<file path="src/rtl/dmem_arbiter_if.sv">
// Bus bundle for the dmem arbiter.
// Carries two requester ports (c_* for the CPU, d_* for debug/loader), the memory side and the busy flag.
// The slave modport is the arbiter's view. The master modport is the
// environment's view: it drives requests and m_rdata.
interface dmem_arbiter_if #(
  parameter int AW = 64,
  parameter int DW = 64
);
  logic          c_req;
  logic          c_we;
  logic [AW-1:0] c_addr;
  logic [DW-1:0] c_wdata;
  logic          c_gnt;
  logic          c_rvalid;
  logic [DW-1:0] c_rdata;

  logic          d_req;
  logic          d_we;
  logic [AW-1:0] d_addr;
  logic [DW-1:0] d_wdata;
  logic          d_gnt;
  logic          d_rvalid;
  logic [DW-1:0] d_rdata;

  logic          m_en;
  logic          m_we;
  logic [AW-1:0] m_addr;
  logic [DW-1:0] m_wdata;
  logic [DW-1:0] m_rdata;

  logic          busy;

  modport slave (
    input  c_req, c_we, c_addr, c_wdata,
    output c_gnt, c_rvalid, c_rdata,
    input  d_req, d_we, d_addr, d_wdata,
    output d_gnt, d_rvalid, d_rdata,
    output m_en, m_we, m_addr, m_wdata,
    input  m_rdata,
    output busy
  );

  modport master (
    output c_req, c_we, c_addr, c_wdata,
    input  c_gnt, c_rvalid, c_rdata,
    output d_req, d_we, d_addr, d_wdata,
    input  d_gnt, d_rvalid, d_rdata,
    input  m_en, m_we, m_addr, m_wdata,
    output m_rdata,
    input  busy
  );
endinterface

</file>
<file path="src/rtl/dmem_arbiter.sv">
// Two-port arbiter in front of a single-ported data memory.
// Accesses are serialised through IDLE -> ISSUE -> (WAIT -> RESP) -> IDLE.
// Every output is registered. Request lines are looked at only in IDLE.
module dmem_arbiter #(
  parameter int AW           = 64,
  parameter int DW           = 64,
  parameter int RD_LAT       = 1,
  parameter int CPU_PRIORITY = 0
) (
  input logic           clk,
  input logic           reset_n,
  dmem_arbiter_if.slave bus
);

  localparam int CW = (RD_LAT > 1) ? $clog2(RD_LAT) : 1;

  typedef enum logic [1:0] {IDLE, ISSUE, WAIT, RESP} state_t;

  state_t        state;
  logic [CW-1:0] cnt;
  logic          sel;       // current winner: 0 = C, 1 = D
  logic          last_gnt;  // last granted port: 0 = C, 1 = D
  logic          pick_d;

  logic          c_gnt;
  logic          c_rvalid;
  logic [DW-1:0] c_rdata;
  logic          d_gnt;
  logic          d_rvalid;
  logic [DW-1:0] d_rdata;
  logic          m_en;
  logic          m_we;
  logic [AW-1:0] m_addr;
  logic [DW-1:0] m_wdata;
  logic          busy;

  assign bus.c_gnt    = c_gnt;
  assign bus.c_rvalid = c_rvalid;
  assign bus.c_rdata  = c_rdata;
  assign bus.d_gnt    = d_gnt;
  assign bus.d_rvalid = d_rvalid;
  assign bus.d_rdata  = d_rdata;
  assign bus.m_en     = m_en;
  assign bus.m_we     = m_we;
  assign bus.m_addr   = m_addr;
  assign bus.m_wdata  = m_wdata;
  assign bus.busy     = busy;

  // Winner selection: a lone request wins; on a tie C wins under fixed
  // priority, otherwise the port that was not granted last time wins.
  always_comb begin
    pick_d = 1'b0;
    if (bus.d_req && !bus.c_req) begin
      pick_d = 1'b1;
    end else if (bus.d_req && bus.c_req && (CPU_PRIORITY == 0) && !last_gnt) begin
      pick_d = 1'b1;
    end
  end

  // Arbitration FSM. The m_* registers double as the latched request fields,
  // so nothing on the input side reaches the memory combinationally.
  always_ff @(posedge clk) begin
    if (!reset_n) begin
      state    <= IDLE;
      cnt      <= '0;
      sel      <= 1'b0;
      last_gnt <= 1'b1;
      c_gnt    <= 1'b0;
      c_rvalid <= 1'b0;
      c_rdata  <= '0;
      d_gnt    <= 1'b0;
      d_rvalid <= 1'b0;
      d_rdata  <= '0;
      m_en     <= 1'b0;
      m_we     <= 1'b0;
      m_addr   <= '0;
      m_wdata  <= '0;
      busy     <= 1'b0;
    end else begin
      c_gnt    <= 1'b0;
      d_gnt    <= 1'b0;
      c_rvalid <= 1'b0;
      d_rvalid <= 1'b0;
      m_en     <= 1'b0;
      m_we     <= 1'b0;
      case (state)
        IDLE: begin
          if (bus.c_req || bus.d_req) begin
            sel     <= pick_d;
            m_en    <= 1'b1;
            m_we    <= pick_d ? bus.d_we    : bus.c_we;
            m_addr  <= pick_d ? bus.d_addr  : bus.c_addr;
            m_wdata <= pick_d ? bus.d_wdata : bus.c_wdata;
            c_gnt   <= !pick_d;
            d_gnt   <= pick_d;
            busy    <= 1'b1;
            state   <= ISSUE;
          end
        end
        ISSUE: begin
          last_gnt <= sel;
          if (m_we) begin
            busy  <= 1'b0;
            state <= IDLE;
          end else begin
            cnt   <= CW'(RD_LAT - 1);
            state <= WAIT;
          end
        end
        WAIT: begin
          if (cnt == '0) begin
            if (sel) d_rdata <= bus.m_rdata;
            else     c_rdata <= bus.m_rdata;
            c_rvalid <= !sel;
            d_rvalid <= sel;
            state    <= RESP;
          end else begin
            cnt <= cnt - 1'b1;
          end
        end
        RESP: begin
          busy  <= 1'b0;
          state <= IDLE;
        end
        default: begin
          busy  <= 1'b0;
          state <= IDLE;
        end
      endcase
    end
  end

endmodule

</file>
<file path="src/flat_wrapper.sv">
// flat-port wrapper written by rule: the top's interface ports become plain ports
module dmem_arbiter_flat 
#(
  parameter int AW           = 64,
  parameter int DW           = 64,
  parameter int RD_LAT       = 1,
  parameter int CPU_PRIORITY = 0
)
  (clk, reset_n, bus_c_req, bus_c_we, bus_c_addr, bus_c_wdata, bus_c_gnt, bus_c_rvalid, bus_c_rdata, bus_d_req, bus_d_we, bus_d_addr, bus_d_wdata, bus_d_gnt, bus_d_rvalid, bus_d_rdata, bus_m_en, bus_m_we, bus_m_addr, bus_m_wdata, bus_m_rdata, bus_busy);
  dmem_arbiter_if #(.AW(AW), .DW(DW)) bus_i ();
  input logic clk;
  input logic reset_n;
  input wire logic [$bits(bus_i.c_req)-1:0] bus_c_req;
  input wire logic [$bits(bus_i.c_we)-1:0] bus_c_we;
  input wire logic [$bits(bus_i.c_addr)-1:0] bus_c_addr;
  input wire logic [$bits(bus_i.c_wdata)-1:0] bus_c_wdata;
  output wire logic [$bits(bus_i.c_gnt)-1:0] bus_c_gnt;
  output wire logic [$bits(bus_i.c_rvalid)-1:0] bus_c_rvalid;
  output wire logic [$bits(bus_i.c_rdata)-1:0] bus_c_rdata;
  input wire logic [$bits(bus_i.d_req)-1:0] bus_d_req;
  input wire logic [$bits(bus_i.d_we)-1:0] bus_d_we;
  input wire logic [$bits(bus_i.d_addr)-1:0] bus_d_addr;
  input wire logic [$bits(bus_i.d_wdata)-1:0] bus_d_wdata;
  output wire logic [$bits(bus_i.d_gnt)-1:0] bus_d_gnt;
  output wire logic [$bits(bus_i.d_rvalid)-1:0] bus_d_rvalid;
  output wire logic [$bits(bus_i.d_rdata)-1:0] bus_d_rdata;
  output wire logic [$bits(bus_i.m_en)-1:0] bus_m_en;
  output wire logic [$bits(bus_i.m_we)-1:0] bus_m_we;
  output wire logic [$bits(bus_i.m_addr)-1:0] bus_m_addr;
  output wire logic [$bits(bus_i.m_wdata)-1:0] bus_m_wdata;
  input wire logic [$bits(bus_i.m_rdata)-1:0] bus_m_rdata;
  output wire logic [$bits(bus_i.busy)-1:0] bus_busy;
  assign bus_i.c_req = bus_c_req;
  assign bus_i.c_we = bus_c_we;
  assign bus_i.c_addr = bus_c_addr;
  assign bus_i.c_wdata = bus_c_wdata;
  assign bus_c_gnt = bus_i.c_gnt;
  assign bus_c_rvalid = bus_i.c_rvalid;
  assign bus_c_rdata = bus_i.c_rdata;
  assign bus_i.d_req = bus_d_req;
  assign bus_i.d_we = bus_d_we;
  assign bus_i.d_addr = bus_d_addr;
  assign bus_i.d_wdata = bus_d_wdata;
  assign bus_d_gnt = bus_i.d_gnt;
  assign bus_d_rvalid = bus_i.d_rvalid;
  assign bus_d_rdata = bus_i.d_rdata;
  assign bus_m_en = bus_i.m_en;
  assign bus_m_we = bus_i.m_we;
  assign bus_m_addr = bus_i.m_addr;
  assign bus_m_wdata = bus_i.m_wdata;
  assign bus_i.m_rdata = bus_m_rdata;
  assign bus_busy = bus_i.busy;
  dmem_arbiter #(.AW(AW), .DW(DW), .RD_LAT(RD_LAT), .CPU_PRIORITY(CPU_PRIORITY)) u_core (.clk(clk), .reset_n(reset_n), .bus(bus_i));
endmodule
</file>
<file path="config.mk">
export PLATFORM = sky130hd
export DESIGN_NAME = dmem_arbiter_flat
export DESIGN_NICKNAME = d
export VERILOG_FILES = /design/src/rtl/dmem_arbiter_if.sv /design/src/rtl/dmem_arbiter.sv /design/src/flat_wrapper.sv
export SDC_FILE = /design/constraint.sdc
export NUM_CORES = 1
export LEC_CHECK = 0
export ABC_AREA = 0
export CAP_MARGIN = 5
export CORE_AREA = 3 3 225 227
export DETAILED_ROUTE_END_ITERATION = 10
export DIE_AREA = 0 0 228 230
export REMOVE_ABC_BUFFERS = 1
export SLEW_MARGIN = 20
export SYNTH_ARGS = -nofsm -noshare
export SYNTH_HDL_FRONTEND = slang
export SYNTH_SLANG_ARGS = --single-unit
</file>
<file path="constraint.sdc">
create_clock -name clk -period 2.65 [get_ports clk]
set_input_delay 0.265 -clock clk [delete_from_list [all_inputs] [get_ports clk]]
set_output_delay 0.265 -clock clk [all_outputs]
set_load 0.1 [all_outputs]
</file>
After elaboration in Yosys (flattened, before gate mapping)

Cells that the tools add are included.

Word-level logic and storage cells: 63
Register bits: 268
Output and inout port bits: 263

Bitwise operators: 4
Muxes and demuxes: 16
$add $sub $neg: 1
Equal/unequal tests: 7
Reduce and logical (&&, ||, !) cells: 20

Operator list:

| kind                                                            | number |
|---|---|
| 64-bit 2-to-1 mux                                               | 2 |
| 3-bit AND reduction                                             | 4 |
| 1-bit 2-to-1 mux                                                | 8 |
| 2-bit one-hot mux with 4 select lines                           | 1 |
| 2-bit AND reduction                                             | 4 |
| 2-bit 2-to-1 mux                                                | 3 |
| 2-bit == test, second input constant                            | 2 |
| 1-bit zero test                                                 | 4 |
| 2-bit by 1-bit != test with 1-bit output, second input constant | 2 |
| 2-bit != test, second input constant                            | 2 |
| 1-bit inverter                                                  | 4 |
| 1-bit logical AND                                               | 3 |
| 1-bit one-hot mux with 3 select lines                           | 1 |
| 3-bit nonzero test                                              | 1 |
| 3-bit OR reduction                                              | 1 |
| 2-bit by 1-bit == test with 1-bit output, second input constant | 1 |
| 2-bit zero test                                                 | 1 |
| 1-bit one-hot mux with 2 select lines                           | 1 |
| 2-bit nonzero test                                              | 1 |
| 1-bit logical OR                                                | 1 |
| 1-bit subtractor, second input constant                         | 1 |

Logic depth before layout (Yosys ltp)

Word-level depth: 5
Mapped depth: 6
Depth with buffers taken out: 3

Least setup slack after synthesis

No wires, ideal clock.

Path type: reg2reg
From: register u_core.m_we (netlist: u_core.bus.m_we)
To: register u_core.busy (netlist: u_core.bus.busy)
Required time: 2,522 ps
Arrival time: 1,298 ps
Library setup time: 128 ps
Path slack: 1,225 ps
Cell stages (with the launch flop): 4
Path through: dfxtp_1 -> o21ai_0 -> a22oi_1 -> nor2_1

Cells in the longest elaborated chain, start to end: 2

Ends and longest elaborated chain:

| element                                                   | RTL line            | source |
|---|---|---|
| start: declaration                                        | dmem_arbiter.sv:32  | `logic m_we;` |
| start signal: assignment                                  | dmem_arbiter.sv:91  | `m_we <= pick_d ? bus.d_we : bus.c_we;` |
| 2-bit by 1-bit != test with 1-bit output (no source line) | --                  |  |
| 3-bit AND reduction (no source line)                      | --                  |  |
| end signal: assignment                                    | dmem_arbiter.sv:78  | `busy <= 1'b0;` |
| end signal: assignment                                    | dmem_arbiter.sv:96  | `busy <= 1'b1;` |
| end signal: assignment                                    | dmem_arbiter.sv:103 | `busy <= 1'b0;` |
| end: declaration                                          | dmem_arbiter.sv:35  | `logic busy;` |

Every way passes these cells.
A chain may end at the register's enable or synchronous reset.

==> impl_metrics.py <==
metrics = {
    "global_routing": {
        "gr-usage-met2_pct": 32.43,
        "grt_pass1_vias": 11490,
        "grt_use_total_pct": 18.05,
        "grt_max_degree": 104,
        "grt_first_pass_wirelength_um": 73860,
        "grt-busiest-layer": "met2",
        "use_met3_pct": 6.145,
        "use_met1_pct": 20.54,
        "antenna_found_initial": 11,
        "grt.overflow.total": 0,
    },
    "min_path": {
        "holdCritPathClass": "input port to register",
    },
    "finish": {
        "fin_area_mm2": 0.01816,
        "multiInputGateArea_mm2": 0.005293,
        "syn2layout_area_growth_pct": 60.89,
        "n_fill_cell": 4952,
        "final_util_pct": 37.18,
        "fin_nets": 2175,
        "drive_above_1_share_pct": 25.63,
        "area.sequential_mm2": 0.005345,
    },
    "worst_setup_path": {
        "cp.arrival_ns": 2.19,
        "crit_path_end_kind": "register",
        "cp.required_ns": 3.08,
        "path_max_fanout": 65,
        "startpoint_type": "register",
        "worstSetupPathType": "register to register",
        "rrSetupSlack_ns": 0.89,
    },
    "cts": {
        "clk_latency_ns": 0.57,
        "h-tree-depth": 1,
        "cts_buffer_depth": 3,
        "cts_root_buf": "clkbuf_16",
        "ctsHoldBuffers": 0,
        "clk_pin_slew_worst_paths_ns": 0.06,
        "tritoncts": "built",
        "cts.sinks": 267,
        "cts_resized": 0,
        "numCtsBuffers": 30,
        "postCtsSetupBuffers": 0,
    },
    "timing": {
        "period_needed_ns": 1.761,
        "setup_violations": 0,
        "fmax_mhz": 567.8,
        "setup_slack_ns": 0.8888,
        "rsz0062_at_grt": "no",
        "hold_viol_final": 0,
        "clock_skew_ns": 0.01856,
        "finalMaxSlewViolations": 0,
        "tightest_slew_ns": 0.7890,
        "min_period_over_period_pct": 66.46,
        "slew-limit-headroom_pct": 47.40,
    },
    "detailed_routing": {
        "dr.pass1.iters": 5,
        "num_vias": 11640,
        "drt.antenna.violating_nets": 0,
        "wl_um": 50310,
        "post_drt_wl_per_cell_um": 19.81,
        "drc": 0,
        "first_iter_violations": 585,
        "viasPerCell": 4.581,
    },
    "die": {
        "die_y_um": 230,
        "ios": 589,
        "row_count": 81,
        "initial_core_util_pct": 23.11,
        "core_area_mm2": 0.04885,
        "die_x_um": 228,
        "die-area_mm2": 0.05244,
    },
    "place": {
        "place_congestion": 0.9114,
        "portBuffers": 588,
        "hpwl_um": 37900,
        "dpl_cell_area_mm2": 0.01713,
        "place_ws_ns": 0.5172,
    },
    "synth": {
        "ys_warn_count": 0,
        "syn_inst": 1325,
        "async_flop_share_pct": 0,
        "synth-main-ff-cell": "dfxtp_1",
        "syn_avg_cell_area_um2": 8.519,
        "seq_area_frac_synth_pct": 47.36,
        "synth_edf_count": 0,
        "syn-cell-area_mm2": 0.01129,
        "netlist-cell-type-count": 28,
        "ys_ff_latch": 267,
    },
    "status": {
        "status": "finished clean",
    },
    "flow_run": {
        "cap_violations": 0,
    },
    "pwr": {
        "power_leakage_nw": 6.982,
        "p_per_area_mw_per_mm2": 743.8,
        "peakVddDrop_mv": 0.4559,
    },
}
registers in the layout, summed over array words and instances, names as in the netlist, named ones only:
register / count
u_core.bus.c_rdata: 64
u_core.bus.d_rdata: 64
u_core.bus.m_addr: 64
u_core.bus.m_wdata: 64
u_core.bus.busy: 1
u_core.bus.c_gnt: 1
u_core.bus.c_rvalid: 1
u_core.bus.d_gnt: 1
u_core.bus.d_rvalid: 1
u_core.bus.m_en: 1
u_core.bus.m_we: 1
u_core.last_gnt: 1
u_core.sel: 1
u_core.state: 1
critical path, stage by stage, from the launching register on:
cell and delay (ns):
dfxtp_1 0.50, or3b_2 0.47, buf_4 0.35, nand2_1 0.16, a21oi_1 0.08
synth_stat cells, drive strengths merged (2+ instances only):
cell type	number	share of area (%)
inv	2	0.066
a21oi	258	11
dfxtp	267	47
a311oi	128	17
nor2	7	0.30
o21ai	2	0.089
clkbuf	58	1.9
buf	71	4.0
nand2b	2	0.11
and2	2	0.13
nand3	2	0.089
nand2	515	17
a21bo	2	0.18
power breakdown:
part,internal (mW),switching [mW]
registers,4.33,0.184
clock network,2.49,1.75
logic,1.30,3.45
total,8.13,5.38
kinds of logic (layout without fill, tap and decap cells):
kind of cell | after synthesis | in the layout | share of synthesized area, %
AO/OA/AOI/OAI | 392 | 392 | 28.46
buffers and inverters | 131 | 679 | 5.953
flip-flops | 267 | 267 | 47.36
multiplexers | 1 | 1 | 0.08869
other | 0 | 3 | 0
AND/OR/NAND/NOR | 534 | 534 | 18.15
cell usage in the layout, fill, tap and decap left out, types with 3 or more instances in the layout:
cell type,n
nor2_1,6
dfxtp_1,267
clkinv_2,10
a21oi_1,258
clkdlybuf4s50_1,325
clkbuf_8,8
buf_12,14
a311oi_2,120
nand2_1,515
clkbuf_16,30
a311oi_1,8
diode_2,3
buf_4,282
through the flow:
stage	setup TNS, ns	hold WS, ns	power [mW]	instances
floorplan	-588.21	0.3269	7.844	1196
global placement	0	0.4420	9.366	2481
detailed placement	0	0.4479	9.394	2481
CTS	0	0.2248	13.66	2537
global route	0	0.2458	13.98	2537
finish	0	0.2583	13.51	2540
path summary, 6_finish.rpt:
check | start | end | cells past startpoint
worst max register to register | register | u_core.bus.c_rdata[12]$_SDFFE_PN0P_ | 4
worst max-delay path | register | u_core.bus.c_rdata[12]$_SDFFE_PN0P_ | 4
worst min-delay path | bus_d_we | u_core.bus.m_we$_SDFF_PN0_ | 3
worst min register to register | u_core.bus.c_rdata[25]$_SDFFE_PN0P_ | u_core.bus.c_rdata[25]$_SDFFE_PN0P_ | 2
metal layers:
layer	routed length (µm)	vias up
li1	-	5630
met1	19520	5458
met2	25120	483
met3	4425	60
met4	1207	6
met5	43	-
area by class of cell:
class / count / area share (%)
diodes: 3 / 0.04134
repair buffers: 621 / 31.11
inverters: 2 / 0.08268
flip-flops and latches: 267 / 29.43
clock buffers: 40 / 4.782
multi-input cells: 927 / 29.14
well taps: 664 / 4.575
clock inverters: 16 / 0.8268
Power figures use the tool's default switching activity.
==> patch, RTL diff (config.mk and constraints unchanged) <==
Encoding of `state_t`: now one-hot (4 bits for 4 states).
--- a/src/rtl/dmem_arbiter.sv
+++ b/src/rtl/dmem_arbiter.sv
@@ -15,5 +15,5 @@
   localparam int CW = (RD_LAT > 1) ? $clog2(RD_LAT) : 1;
 
-  typedef enum logic [1:0] {IDLE, ISSUE, WAIT, RESP} state_t;
+  typedef enum logic [3:0] {IDLE = 4'b0001, ISSUE = 4'b0010, WAIT = 4'b0100, RESP = 4'b1000} state_t;
 
   state_t        state;
Formal check against the unedited RTL: no difference found for any inputs over 4 cycles, from zero or initial values and one cycle with reset_n low; so few cycles prove little.
==> patch against the original RTL <==
Clock power is 7.8% higher. Global-route usage is 0.84 points lower. Core utilization is 1.2 points lower. Power is 4.0% higher. Synthesized area is 7.0% lower. Largest cell class unchanged. Count of clock-buffer cells in the layout is 3 higher. Final area is 3.4% lower. Sequential cell count is 2 higher. Combinational power is 2% higher. Wire length is 5.5% lower. Non-clock buffer count is 6 higher. First-iteration DRC count is 14% higher. Setup slack worse by 210 ps.
==> patch: results (changes against the original RTL) <==
| Metric | Value |
|---|---|
| RD Place Congestion | 0.9410 (+3.2%) |
| Vias in the first global route | 11200 (-2.5%) |
| RR Endpoint | u_core.bus.m_wdata[15]$_SDFFE_PN0P_ |
| CP Class | flop to flop |
| DR iter-0 viols | 669 (+14%) |
| Tot GR Track Use | 0.1720 (-0.008423) |
| CP max FO | 72 (+11%) |
| Detail Placement HPWL | 36.51 mm (-3.7%) |
| Area post-placement | 0.01644 sq mm (-4.1%) |
| Leakage | 7.014 nW (+0.46%) |
| Outcome | finished clean |
| Routed metal-1 wire length | 18.51 mm (-5.2%) |
| CTS Root Cell | clkbuf_16 |
| Dpl ws | 576.2 ps (+58.97 ps) |
| Actual slew at the worst max-slew pin | 808.5 ps (+19.44 ps) |
| R2R Setup Slk | 680 ps (-210 ps) |
| WP data arrival | 2450 ps (+260 ps) |
| First-pass GRT wire length | 70.23 mm (-4.9%) |
| Top cell types by occurrence after synthesis | nand2_1, dfxtp_1, a31oi_1, a21boi_0, o21ai_1 |
| Top post-synthesis cells by area | dfxtp_1, nand2_1, a21boi_0, a31oi_1, o21ai_1 |
| Reg2Reg Depth | 6 (+2) |
| Metal2 WL | 23.36 mm (-7.0%) |
| Hold_sp | reset_n |
| Drt wl/cell | 18.62 um (-6.0%) |
| Placed cells | 2494 (+0.52%) |
| Sw Share | 0.3944 (-0.004054) |
| Worst hold slack | 221.7 ps (-36.62 ps) |
| M2 GR Usage | 0.3055 (-0.01879) |
| Maximum VDD drop | 0.0004068 V (-11%) |
| Hold Path End | u_core.bus.m_addr[10]$_SDFFE_PN0P_ |
| Sequential area share after synthesis | 0.5129 (+0.03931) |
| Via/cell ratio | 4.415 (-3.6%) |
| Share of layout cells above drive strength 1 | 0.1931 (-0.06317) |
| Syn Inst Count | 1317 (-0.60%) |
| Worst Clk Skew | 29.22 ps (+10.66 ps) |
| Largest net degree at the start of global routing | 73 (-30%) |
| Vias | 11270 (-3.2%) |
| Nets | 2188 (+0.60%) |
| Reg2Reg Launch Point | u_core.state[1]$_SDFFE_PN0P_ |
| Met1 global-route usage | 0.1967 (-0.008780) |
| Post-CTS Resized | 0 (unchanged) |
| Initial antenna violation count | 10 (-1) |
| Ys async rst share | 0 (unchanged) |
| Met3 usage | 0.05401 (-0.007433) |
| Met3 wire len | 4.159 mm (-6.0%) |
| Fill cells | 5051 (+2.0%) |
-- patch: worst max-delay path by stage --
stage	to	slack, ps
2_1_floorplan	u_core.bus.m_addr[63]$_SDFFE_PN0P_	-6800
3_3_place_gp	u_core.bus.m_wdata[11]$_SDFFE_PN0P_	570
3_5_place_dp	u_core.bus.m_addr[10]$_SDFFE_PN0P_	580
4_1_cts	u_core.bus.m_wdata[15]$_SDFFE_PN0P_	680
5_1_grt	u_core.bus.m_wdata[27]$_SDFFE_PN0P_	520
6_report	u_core.bus.m_wdata[15]$_SDFFE_PN0P_	680
-- patch: final cells by class --
class | instances | area [sq um] | share of cell area
Tap cell | 664 | 830.8 | 0.04734
Clock buffer | 43 | 910.9 | 0.05190
Antenna cell | 3 | 7.507 | 0.0004278
Timing Repair Buffer | 627 | 5647 | 0.3218
Inverter | 2 | 7.507 | 0.0004278
Sequential cell | 269 | 5385 | 0.3069
Clock inverter | 12 | 192.7 | 0.01098
Multi-Input combinational cell | 932 | 4568 | 0.2603
-- patch: cells by family after synthesis --
group / after synthesis / synth area share
AND/OR/NAND/NOR: 542 / 0.2001
flip-flops: 269 / 0.5129
AO/OA/AOI/OAI: 388 / 0.2307
multiplexers: 2 / 0.001907
buffers and inverters: 116 / 0.05446
-- patch: critical path, cell delays in order, from the launching register on --
cell	delay, ps
dfxtp_1	350
nor4b_2	350
nor2b_4	240
buf_12	240
buf_12	320
o21ai_0	140
a31oi_1	180
-- patch: power groups by stage --
stage | clock network, mW | logic [mW] | registers [mW]
5_1_grt | 4.87 | 5.04 | 4.65
6_report | 4.58 | 4.85 | 4.61
3_3_place_gp | 0 | 4.88 | 4.69
4_1_cts | 4.71 | 4.90 | 4.61
3_5_place_dp | 0 | 4.90 | 4.69
2_1_floorplan | 0 | 0.771 | 7.10
